--- config.mk ---
export PLATFORM = sky130hd
export DESIGN_NAME = can_rx_bit_timing
export DESIGN_NICKNAME = d
export VERILOG_FILES = /design/src/rtl/can_rx_bit_timing_pkg.sv /design/src/rtl/can_rx_bit_timing_sync.sv /design/src/rtl/can_rx_bit_timing.sv
export SDC_FILE = /design/constraint.sdc
export NUM_CORES = 1
export LEC_CHECK = 0
export BUFFER_PORTS_ARGS = -buffer_cell sky130_fd_sc_hd__buf_2
export CORE_AREA = 2 2 52 74
export DETAILED_ROUTE_END_ITERATION = 12
export DIE_AREA = 0 0 54 76
export PLACE_DENSITY = 0.71
export SLEW_MARGIN = 25
export SYNTH_ARGS = -nofsm -noshare
export SYNTH_HDL_FRONTEND = slang
export SYNTH_SLANG_ARGS = --single-unit
--- constraint.sdc ---
create_clock -name clk -period 2.4 [get_ports clk]
set_clock_uncertainty 0.05 [all_clocks]
set_input_delay 0.12 -clock clk [delete_from_list [all_inputs] [get_ports clk]]
set_output_delay 0.12 -clock clk [all_outputs]
set_load 0.03 [all_outputs]
--- src/rtl/can_rx_bit_timing_pkg.sv ---
// Shared definitions for the CAN receive bit-timing front end.
package can_rx_bit_timing_pkg;

    typedef enum logic [1:0] {
        StOff  = 2'd0,
        StIdle = 2'd1,
        StBit  = 2'd2
    } rx_state_e;

    // Equal-bit run length that forces a stuff bit; shared with the TX stuffer.
    localparam int unsigned StuffLimit = 5;
    // Consecutive recessive bits that mark the bus as idle.
    localparam int unsigned IdleBits   = 11;

endpackage

--- src/rtl/can_rx_bit_timing_sync.sv ---
// Two-flop synchroniser for an asynchronous bus level with falling-edge detect.
module can_rx_bit_timing_sync (
    input  logic clk,
    input  logic rst,
    input  logic rx_async,
    output logic rx_s,
    output logic fall
);

    logic rx_meta;
    logic rx_s_d;

    // Synchronise the pin and keep one delayed copy for edge detection (idle = recessive)
    always_ff @(posedge clk or posedge rst) begin
        if (rst) begin
            rx_meta <= 1'b1;
            rx_s    <= 1'b1;
            rx_s_d  <= 1'b1;
        end else begin
            rx_meta <= rx_async;
            rx_s    <= rx_meta;
            rx_s_d  <= rx_s;
        end
    end

    // Recessive-to-dominant transition
    assign fall = rx_s_d & ~rx_s;

endmodule

--- src/rtl/can_rx_bit_timing.sv ---
// CAN receive front end: quantum timing, hard/soft sync, sampling and bit destuffing.
module can_rx_bit_timing
    import can_rx_bit_timing_pkg::*;
#(
    parameter int unsigned BRP        = 5,
    parameter int unsigned TQ_PER_BIT = 10,
    parameter int unsigned SAMPLE_TQ  = 7,
    parameter int unsigned SJW        = 2
) (
    input  logic clk,
    input  logic rst,
    input  logic can_rx,
    input  logic en,
    input  logic destuff_en,
    input  logic frame_done,
    output logic sample_stb,
    output logic sample_bit,
    output logic bit_valid,
    output logic bit_data,
    output logic stuff_err,
    output logic bus_idle
);

    localparam int unsigned BrpW = (BRP > 1) ? $clog2(BRP) : 1;
    localparam int unsigned TqW  = $clog2(TQ_PER_BIT + 1);

    localparam logic [BrpW-1:0] BrpLast    = BrpW'(BRP - 1);
    localparam logic [TqW-1:0]  TqBit      = TqW'(TQ_PER_BIT);
    localparam logic [TqW-1:0]  TqLast     = TqW'(TQ_PER_BIT - 1);
    localparam logic [TqW-1:0]  SampleTq   = TqW'(SAMPLE_TQ);
    localparam logic [TqW-1:0]  SampleLast = TqW'(SAMPLE_TQ - 1);
    localparam logic [TqW-1:0]  Sjw        = TqW'(SJW);
    localparam logic [2:0]      RunMax     = 3'(StuffLimit);
    localparam logic [3:0]      RecMax     = 4'(IdleBits);

    rx_state_e       state;
    logic            rx_s;
    logic            fall;
    logic [BrpW-1:0] brp_cnt;
    logic [TqW-1:0]  tq_cnt;
    logic            resync_armed;
    logic [2:0]      run_cnt;
    logic            last_bit;
    logic            sof_pending;
    logic [3:0]      rec_cnt;

    logic            tq_tick;
    logic            sample_point;
    logic            resync;
    logic [TqW-1:0]  resync_adj;
    logic [TqW-1:0]  resync_tq;
    logic            resync_wrap;

    can_rx_bit_timing_sync u_sync (
        .clk      (clk),
        .rst      (rst),
        .rx_async (can_rx),
        .rx_s     (rx_s),
        .fall     (fall)
    );

    assign tq_tick      = (brp_cnt == BrpLast);
    assign sample_point = (state == StBit) && tq_tick && (tq_cnt == SampleLast);
    // Soft sync only on an edge after a recessive sample, once per bit, never at tq 0
    assign resync       = (state == StBit) && fall && resync_armed && (tq_cnt != '0) && sample_bit;

    // Phase correction target: pull back within seg1, or jump forward toward the bit end
    always_comb begin
        resync_adj  = '0;
        resync_tq   = '0;
        resync_wrap = 1'b0;
        if (tq_cnt < SampleTq) begin
            resync_adj = (tq_cnt < Sjw) ? tq_cnt : Sjw;
            resync_tq  = tq_cnt - resync_adj;
        end else begin
            resync_adj = ((TqBit - tq_cnt) < Sjw) ? (TqBit - tq_cnt) : Sjw;
            if ((tq_cnt + resync_adj) >= TqBit) begin
                resync_wrap = 1'b1;
            end else begin
                resync_tq = tq_cnt + resync_adj;
            end
        end
    end

    // Prescaler and quantum counter; held at zero outside BIT so hard sync starts a clean bit
    always_ff @(posedge clk or posedge rst) begin
        if (rst) begin
            brp_cnt      <= '0;
            tq_cnt       <= '0;
            resync_armed <= 1'b1;
        end else if (state != StBit) begin
            brp_cnt      <= '0;
            tq_cnt       <= '0;
            resync_armed <= 1'b1;
        end else begin
            brp_cnt <= tq_tick ? '0 : brp_cnt + 1'b1;
            if (resync) begin
                // A resync that reaches the bit end starts a fresh bit, so it rearms
                tq_cnt       <= resync_tq;
                resync_armed <= resync_wrap;
            end else if (tq_tick) begin
                if (tq_cnt == TqLast) begin
                    tq_cnt       <= '0;
                    resync_armed <= 1'b1;
                end else begin
                    tq_cnt <= tq_cnt + 1'b1;
                end
            end
        end
    end

    // Receiver state, sampling, destuffing and idle detection with registered outputs
    always_ff @(posedge clk or posedge rst) begin
        if (rst) begin
            state       <= StOff;
            sample_stb  <= 1'b0;
            sample_bit  <= 1'b1;
            bit_valid   <= 1'b0;
            bit_data    <= 1'b1;
            stuff_err   <= 1'b0;
            bus_idle    <= 1'b1;
            run_cnt     <= '0;
            last_bit    <= 1'b0;
            sof_pending <= 1'b0;
            rec_cnt     <= '0;
        end else begin
            sample_stb <= 1'b0;
            bit_valid  <= 1'b0;
            stuff_err  <= 1'b0;
            if (!en) begin
                state      <= StOff;
                sample_bit <= 1'b1;
                bit_data   <= 1'b1;
            end else begin
                unique case (state)
                    StOff: state <= StIdle;
                    StIdle: begin
                        if (fall) begin
                            state       <= StBit;
                            run_cnt     <= 3'd1;
                            last_bit    <= 1'b0;
                            sof_pending <= 1'b1;
                            rec_cnt     <= '0;
                            bus_idle    <= 1'b0;
                        end
                    end
                    StBit: begin
                        if (frame_done || bus_idle) begin
                            state <= StIdle;
                        end
                        if (sample_point) begin
                            sample_stb <= 1'b1;
                            sample_bit <= rx_s;
                            if (rx_s) begin
                                rec_cnt <= (rec_cnt == RecMax) ? rec_cnt : rec_cnt + 1'b1;
                            end else begin
                                rec_cnt <= '0;
                            end
                            bus_idle <= rx_s && (rec_cnt >= RecMax - 1'b1);
                            if (sof_pending) begin
                                // SOF already counts as the first bit of the run
                                bit_valid   <= 1'b1;
                                bit_data    <= rx_s;
                                run_cnt     <= 3'd1;
                                last_bit    <= rx_s;
                                sof_pending <= 1'b0;
                            end else if (!destuff_en) begin
                                bit_valid <= 1'b1;
                                bit_data  <= rx_s;
                                run_cnt   <= 3'd1;
                                last_bit  <= rx_s;
                            end else if (run_cnt == RunMax) begin
                                if (rx_s != last_bit) begin
                                    run_cnt  <= 3'd1;
                                    last_bit <= rx_s;
                                end else begin
                                    stuff_err <= 1'b1;
                                end
                            end else begin
                                bit_valid <= 1'b1;
                                bit_data  <= rx_s;
                                run_cnt   <= (rx_s == last_bit) ? run_cnt + 1'b1 : 3'd1;
                                last_bit  <= rx_s;
                            end
                        end
                    end
                    default: state <= StOff;
                endcase
            end
        end
    end

endmodule

**Word level (Yosys, flattened, before mapping)**

Cells that the tools add are included.

- $add $sub $neg: 7
- $lt $le $gt $ge: 5
- Equal/unequal tests: 19
- Multiplexer cells: 70
- Bitwise operators: 2
- Reduce and logical (&&, ||, !) cells: 20

Operators with widths:

| cell | number |
|---|---|
| 2-to-1 mux 4 bit | 12 |
| 2-to-1 mux 1 bit | 40 |
| 2-to-1 mux 3 bit | 9 |
| AND reduction 5 bit | 2 |
| adder 4 x 1 -> 4 bit (second input constant) | 2 |
| equality test 4 bit (second input constant) | 2 |
| >= comparator 4 bit (second input constant) | 2 |
| < comparator 4 x 2 -> 1 bit (second input constant) | 2 |
| case mux 4 bit (2 select lines) | 1 |
| logical AND 1 bit | 7 |
| adder 3 x 1 -> 3 bit (second input constant) | 2 |
| equality test 3 bit (second input constant) | 2 |
| 2-to-1 mux 2 bit | 3 |
| != test 2 bit (second input constant) | 3 |
| != test 3 bit (second input constant) | 2 |
| case mux 1 bit (2 select lines) | 3 |
| case mux 2 bit (3 select lines) | 1 |
| case mux 3 bit (2 select lines) | 1 |
| AND reduction 2 bit | 3 |
| nonzero test 3 bit | 2 |
| != test 5 x 4 -> 1 bit (second input constant) | 1 |
| adder 4 bit | 1 |
| equality test 4 x 3 -> 1 bit (second input constant) | 1 |
| < comparator 4 x 3 -> 1 bit (second input constant) | 1 |
| other kinds (17) | 18 |

- Register bits after elaboration: 28
- Input port bits: 6
- Output and inout port bits: 6
- Word-level logic and storage cells: 140

**Depth between registers and ports, before layout**

Gate-level depths: netlist (run 1).

- Depth in word-level cells: 9
- Depth in mapped cells: 11
- Mapped depth without buffers: 10

**Hierarchy**

Synthesis (run 1) repeated with hierarchy kept, for this count alone.

- Cells, all modules: 198
- Area, all modules: 1859.3 µm²

Modules (own cells, without submodules):

| module | times used | cells an instance | area each (µm²) |
|---|---|---|---|
| can_rx_bit_timing | 1 | 193 | 1762.9 |
| can_rx_bit_timing_sync | 1 | 5 | 96.3 |

**Worst setup path after synthesis (run 1)**

Ideal clock, no wire load.

- Path type: flip-flop to flip-flop
- Start point: reg tq_cnt[0]
- End point: reg resync_armed
- Arrival time: 2.132 ns
- Required time: 2.272 ns
- Slack: 0.141 ns
- Stages on the path, launching flop included: 11
- Buffers on the path: 0
- Clock period less this slack: 2.259 ns
- Path through: dfrtp_1 > ha_1 > nand2_1 > a21oi_1 > o32a_1 > o21ai_0 > ha_1 > and3_1 > mux2i_1 > o221ai_1 > o22a_2

- Word-level cells in the longest chain between the ends: 9

RTL lines:

| item | RTL line | text |
|---|---|---|
| start, declared | can_rx_bit_timing.sv:40 | `logic [TqW-1:0] tq_cnt;` |
| start signal, assigned | can_rx_bit_timing.sv:99 | `tq_cnt <= resync_tq;` |
| start signal, assigned | can_rx_bit_timing.sv:106 | `tq_cnt <= tq_cnt + 1'b1;` |
| subtractor 4 bit | can_rx_bit_timing.sv:76 | `resync_adj = ((TqBit - tq_cnt) < Sjw) ? (TqBit - tq_cnt) : Sjw;` |
| < comparator 4 x 2 -> 1 bit | can_rx_bit_timing.sv:76 |  |
| 2-to-1 mux 4 bit | can_rx_bit_timing.sv:76 |  |
| adder 4 bit | can_rx_bit_timing.sv:77 | `if ((tq_cnt + resync_adj) >= TqBit) begin` |
| >= comparator 4 bit | can_rx_bit_timing.sv:77 |  |
| 2-to-1 mux 1 bit | can_rx_bit_timing.sv:77 |  |
| 2-to-1 mux 1 bit | can_rx_bit_timing.sv:72 | `if (tq_cnt < SampleTq) begin` |
| 2-to-1 mux 1 bit | can_rx_bit_timing.sv:97 | `if (resync) begin` |
| 2-to-1 mux 1 bit | can_rx_bit_timing.sv:91 | `end else if (state != StBit) begin` |
| end signal, assigned | can_rx_bit_timing.sv:100 | `resync_armed <= resync_wrap;` |
| end, declared | can_rx_bit_timing.sv:41 | `logic resync_armed;` |

Parallel ways exist; a longest one is shown, timed or not.
A chain may end at the register's enable or synchronous reset.

**Worst setup path after layout (run 1)**

- Start point: reg tq_cnt[0]
- End point: reg tq_cnt[1]

- Word-level cells in the longest chain between the ends: 9

RTL lines:

| item | RTL line |
|---|---|
| subtractor 4 bit | can_rx_bit_timing.sv:76 |
| < comparator 4 x 2 -> 1 bit | can_rx_bit_timing.sv:76 |
| 2-to-1 mux 4 bit | can_rx_bit_timing.sv:76 |
| adder 4 bit | can_rx_bit_timing.sv:77, can_rx_bit_timing.sv:80 |
| >= comparator 4 bit | can_rx_bit_timing.sv:77 |
| 2-to-1 mux 4 bit | can_rx_bit_timing.sv:77 |
| 2-to-1 mux 4 bit | can_rx_bit_timing.sv:72 |
| 2-to-1 mux 4 bit | can_rx_bit_timing.sv:97 |
| 2-to-1 mux 4 bit | can_rx_bit_timing.sv:91 |

Parallel ways exist; a longest one is shown, timed or not. The select of a mux whose other input is x is not followed.

==> results_dict.tcl, run 1 <==
set metrics [dict create \
    outcome "completed" \
    wl_met3_microns 131 \
    crit_chain "inv_2, ha_2, and4b_1, a311oi_4, buf_4, mux2i_1, nand3_1, a31oi_2" \
    drtIter0Drc 66 \
    tns_ns 0 \
    ios 12 \
    netlist_top_cells_count "dfrtp_1, nor2_1, nand2_1, ha_1, o21ai_0" \
    slowest_delay_ns 0.46 \
    synth_top_area_share_pct 29.4 \
    setup_viol 0 \
    cts_sinks 28 \
    endpoint_kind "flip-flop" \
    critPathArrivalTime_ns 2.49 \
    synth_edf_count 0 \
    tritoncts "done" \
    fill_cells 323 \
    syn_inst 194 \
    io_buffers 11 \
    antenna_found_initial 0 \
    post-synth-top-area-cell "dfrtp_1" \
    max-cap-violations 0 \
    ys_seq_elements 28 \
    synth_fp_nets 216 \
    fin_nets 249 \
    yosys.cell_count.top_type "dfrtp_1" \
    synth_cell_types 48 \
    cts_buffer_depth 2 \
    insertion_delay_ns 0.28 \
    drt-met1-wl_mm 1.69 \
    rows 26 \
    hold_viol_final 0 \
    maxSlewViolCount 0 \
    gp_congestion 0.832 \
    coreArea_sq_um 3510 \
    routed_wl_mm 4.51 \
    holdCritPathClass "input pin to flip-flop" \
    period_share_pct 98.0 \
    die_w_microns 54 \
    yosysWarnings 0 \
    stdcell_count 268 \
    ant_nets 0 \
    overflow 0 \
    numCtsBuffers 3 \
    vias 1613 \
    crit_family "compound AO/OA/AOI/OAI gates" \
    avgSynthCellArea_sq_um 9.21 \
    ir_worst_vdd_mv 0.450 \
    critPathKind "flip-flop to flip-flop" \
    placed_cells 255 \
    cp_slowest_cell "dfrtp_2" \
    drtPass1Iterations 5 \
    crit_fanout 5 \
    design_area_sq_um 2140 \
    synth_flop_cell "dfrtp_1" \
    die_area_sq_um 4100 \
    max_freq_mhz 425 \
    antenna_cells 0 \
    drive_above_1_share_pct 25.2 \
    die_h_microns 76 \
    ys_async_sr_fraction_pct 100 \
    multi_input_area_sq_um 1040 \
    cp_num_buf_inv 2 \
    top_layer "met4" \
    initial_core_util_pct 50.9 \
    grt_max_degree 29 \
    dpl.hpwl_mm 3.34 \
    cp-start-kind "flip-flop" \
    crit_required_ns 2.54 \
    wire_per_inst_microns 16.8 \
    netlist_area_sq_um 1790 \
    post_dp_cell_area_sq_um 1960 \
    root_buffer "clkbuf_8" \
    syn2layout_area_growth_pct 20.0 \
    path_clk_slew_ns 0.09 \
    grt_pass1_vias 1611 \
    via_per_inst 6.02 \
    regArea_sq_um 712 \
    powerDensity_nw_per_um2 553 \
    grt_pass1_wl_mm 7.56 \
    yosysSeqAreaShare_pct 39.7 \
    finalCriticalPeriod_ns 2.35 \
    rsz0062_at_grt "false" \
    globalRouteTotalUtil_pct 24.5 \
    met2WireLength_mm 2.50 \
    synth.area.top_cells "dfrtp_1, ha_1, dfstp_2, o21ai_0, nor2_1" \
    drc 0 \
    h-tree-depth 1 \
    p_leak_nw 0.931 \
]
metrics by stage:
stage	hold slack (ns)	worst slack (ns)	util (%)	total power, mW
2_1_floorplan	0.0745	0.141	-	0.824
3_3_place_gp	0.146	0.140	55.8	0.882
3_5_place_dp	0.156	-0.0800	55.8	0.896
4_1_cts	0.228	0.000141	58.9	1.19
5_1_grt	0.231	0.0101	61.0	1.27
6_report	0.233	0.0480	61.0	1.19
layout by cell type (no fill, tap or decap), types with 3 or more instances in the layout:
cell and instances:
o21ai_0 15, mux2i_1 6, ha_1 14, nand3_1 8, inv_1 13, buf_4 20, clkbuf_8 4, nor3b_1 3
dfstp_2 7, buf_2 11, nor2b_1 3, dfrtp_1 19, nand2b_1 3, xnor2_1 3, nor2_1 18, dlygate4sd3_1 3
a21oi_1 9, nor3_1 6, nand2_1 16
timing repair:
| item | in CTS | in global routing |
|---|---|---|
| gates resized for setup | 2 | 10 |
| endpoints found under the hold margin | 24 | 0 |
| buffers inserted | 1 | 5 |
| pin swaps | 1 | 4 |
| cloned | 0 | 0 |
| setup endpoints to repair | 2 | 3 |
| hold buffers | 3 | 0 |
worst reg2reg max path: cells and delay by family (launching register included):
family | cells | cell delay [ns]
flip-flops | 1 | 0.46
adder cells (fa/ha/maj) | 1 | 0.33
multiplexers | 1 | 0.19
AO/OA/AOI/OAI | 2 | 0.59
AND/OR/NAND/NOR | 2 | 0.35
buffers and inverters | 2 | 0.31
worst paths after layout:
check	startpoint	to	slack [ns]	depth (start not counted)
worst min register to register	u_sync.rx_meta	u_sync.rx_s	0.31	0
max in group asynchronous	rst	bus_idle	1.60	4
worst max-delay path	tq_cnt[0]	tq_cnt[1]	0.05	8
min in group asynchronous	rst	stuff_err	0.40	4
worst max register to register	tq_cnt[0]	tq_cnt[1]	0.05	8
worst min-delay path	destuff_en	bit_valid	0.23	3
state kept, by name, summed over array words and instances (netlist names):
| signal | count |
|---|---|
| run_cnt | 3 |
| brp_cnt | 3 |
| state | 2 |
| bit_data | 1 |
| u_sync.rx_s | 1 |
| bus_idle | 1 |
| rec_cnt | 4 |
| bit_valid | 1 |
| u_sync.rx_s_d | 1 |
| resync_armed | 1 |
| sample_stb | 1 |
| sof_pending | 1 |
| tq_cnt | 4 |
| u_sync.rx_meta | 1 |
| sample_bit | 1 |
| stuff_err | 1 |
| last_bit | 1 |
power breakdown:
part | total (mW) | switching, mW | internal (mW) | leakage (nW)
Clock | 0.294 | 0.146 | 0.147 | 0.0288
Combinational | 0.310 | 0.183 | 0.127 | 0.548
Sequential | 0.583 | 0.0504 | 0.532 | 0.354
cell type report:
class                      instances  area share (%)
inverter                          14            2.45
tap                               42            2.45
sequential                        28            33.2
clock buffer                       4            2.57
timing repair buffer              34            11.0
multi-input combinational        146            48.4
routing by layer:
| layer | track usage [%] | up-vias |
|---|---|---|
| li1 | - | 747 |
| met2 | 40.2 | 56 |
| met1 | 28.6 | 788 |
| met4 | 14.0 | 0 |
| met5 | 0 | - |
| met3 | 4.51 | 22 |
kinds of logic after synthesis:
| group | count (synthesis) | share of synthesized area (%) |
|---|---|---|
| and+or+nand+nor | 71 | 20.5 |
| AOI/OAI and AO/OA | 46 | 16.9 |
| DFF | 28 | 39.7 |
| buffers and inverters | 20 | 5.04 |
| adders and majority gates | 16 | 11.2 |
| muxes | 7 | 3.99 |
| xor gates and xnor gates | 5 | 2.45 |
| other | 1 | 0.210 |
(Power assumes the default switching activity.)
==> run 2: changes to the inputs <==
- CORE_AREA: 2 2 52 74 -> 2 2 48 68
- DIE_AREA: 0 0 54 76 -> 0 0 50 70
- PLACE_DENSITY: 0.71 -> 0.79
- clock period: 2.4 -> 2.71 ns (I/O delays scaled with it)
==> run 2 against run 1 <==
  * Global-route usage down 0.87 points
  * Critical endpoint is now resync_armed
  * Largest cell class unchanged
  * Count of clock-buffer cells in the layout unchanged
  * Critical path depth fell by 1
  * Cell area down 7.9%
  * Core utilization up 5.4 points
  * Hold slack is essentially flat
  * Clock power down 14%
  * Routed wire length decreased by 17%
  * Die area fell by 15%
  * Maximum frequency is 8.2% lower
  * Via count decreased by 6.5%
  * Combinational power down 8.7%
==> results_dict.tcl, run 2 (same netlist as run 1, synthesis figures left out) <==
set metrics [dict create \
    ff2ff_path_depth 7 \
    ios 12 \
    grt_max_degree 29 \
    gp_congestion 1.02 \
    period_share_pct 94.5 \
    cts_sinks 28 \
    p_leak_nw 0.844 \
    routed_wl_mm 3.75 \
    fin_nets 232 \
    tns_ns 0 \
    min_from "destuff_en" \
    worstReg2RegEnd "resync_armed" \
    root_buffer "clkbuf_8" \
    hold_end "bit_valid" \
    die_area_sq_um 3500 \
    drtPass1Iterations 4 \
    final_cell_mix "dfrtp_1, nor2_1, nand2_1" \
    dp_slack_ns 0.183 \
    crit_fanout 8 \
    rrSetupSlack_ns 0.15 \
    wire_per_inst_microns 15.1 \
    outcome "completed" \
    fill_cells 219 \
    drive_above_1_share_pct 15.8 \
    multi_input_area_sq_um 1000 \
    cts_buffer_depth 2 \
    grt_pass1_wl_mm 6.50 \
    io_buffers 11 \
    finalCriticalPeriod_ns 2.56 \
    final_common_cell "dfrtp_1" \
    coreArea_sq_um 2970 \
    r2r-start "tq_cnt[1]" \
    dpl.hpwl_mm 2.87 \
    max-cap-violations 0 \
    grt_pass1_vias 1459 \
    antenna_found_initial 0 \
    rows 24 \
    ant_nets 0 \
    regArea_sq_um 709 \
    drc 0 \
    post-cts-setup-buffers 0 \
    ir_worst_vdd_mv 0.477 \
    maxSlewViolCount 0 \
    via_per_inst 6.08 \
    relSlewSlack_pct 62.2 \
    rsz0062_at_grt "false" \
    die_w_microns 50 \
    vias 1508 \
    postLayoutSetupSlackWorst_ns 0.149 \
    setup_viol 0 \
    cp-start-kind "flip-flop" \
    powerDensity_nw_per_um2 532 \
    crit_required_ns 2.87 \
    tritoncts "done" \
    critPathArrivalTime_ns 2.72 \
    initial_core_util_pct 60.1 \
    insertion_delay_ns 0.27 \
    holdCritPathClass "input pin to flip-flop" \
    worstMarginPinSlew_ns 0.566 \
    drtIter0Drc 77 \
    hold_viol_final 0 \
    syn2layout_area_growth_pct 10.5 \
    path_clk_slew_ns 0.09 \
    antenna_cells 0 \
    endpoint_kind "flip-flop" \
    top_regs "rec_cnt x4, tq_cnt x4" \
    h-tree-depth 1 \
    critPathKind "flip-flop to flip-flop" \
    numCtsBuffers 3 \
    die_h_microns 70 \
    overflow 0 \
    hold_depth 3 \
    max_freq_mhz 390 \
    globalRouteTotalUtil_pct 23.6 \
]
[run 2: power by group]
group          internal [mW]  switching [mW]  total [mW]
sequential             0.471          0.0444       0.516
combinational          0.113           0.170       0.283
clock                  0.130           0.123       0.253
[run 2: routing by layer]
| metal | track usage (%) | up-vias | part of all wire, % |
|---|---|---|---|
| li1 | - | 722 | - |
| met5 | 0 | - | 0 |
| met3 | 2.56 | 20 | 4.6 |
| met2 | 41.5 | 58 | 53 |
| met1 | 26.9 | 708 | 38 |
| met4 | 13.6 | 0 | 4.4 |
[run 2: final cells by class]
| type | instances | area share, % |
|---|---|---|
| multi-input cells | 146 | 50.7 |
| flip-flops and latches | 28 | 35.9 |
| repair buffers | 17 | 5.45 |
| clock buffers | 4 | 2.79 |
| inverters | 14 | 2.66 |
| well taps | 39 | 2.47 |
[run 2: worst max-delay path by stage]
| stage | slack (ns) | startpoint | endpoint |
|---|---|---|---|
| after floorplan | 0.45 | tq_cnt[0] | resync_armed |
| after global placement | 0.33 | tq_cnt[0] | resync_armed |
| after detailed placement | 0.18 | tq_cnt[1] | resync_armed |
| after CTS | 0.18 | tq_cnt[1] | resync_armed |
| after global routing | 0.02 | tq_cnt[1] | resync_armed |
| final | 0.15 | tq_cnt[1] | resync_armed |
[run 2: through the flow]
| stage | cells | instance area [sq um] | hold WS, ns | total power [mW] | utilization, % |
|---|---|---|---|---|---|
| after global placement | 241 | 1880 | 0.191 | 0.778 | 63.1 |
| after CTS | 247 | 1950 | 0.0810 | 1.06 | 65.6 |
| after global routing | 248 | 1970 | 0.267 | 1.13 | 66.4 |
| after floorplan | 194 | 1790 | 0.0900 | 0.730 | - |
| after detailed placement | 241 | 1880 | 0.193 | 0.803 | 63.1 |
| final | 248 | 1970 | 0.234 | 1.05 | 66.4 |
[run 2: worst max-delay path: stages (launching register included)]
cell      delay, ns
dfrtp_1        0.49
inv_1          0.22
ha_1           0.42
and4b_1        0.27
a311oi_4       0.41
mux2i_1        0.24
o221ai_1       0.15
o22a_2         0.25
[run 2: timing repair]
action / in CTS / in global routing
hold buffers: 2 / 1
endpoints found under the setup margin: 0 / 2
resized for setup: 0 / 2
endpoints found under the hold margin: 2 / 21
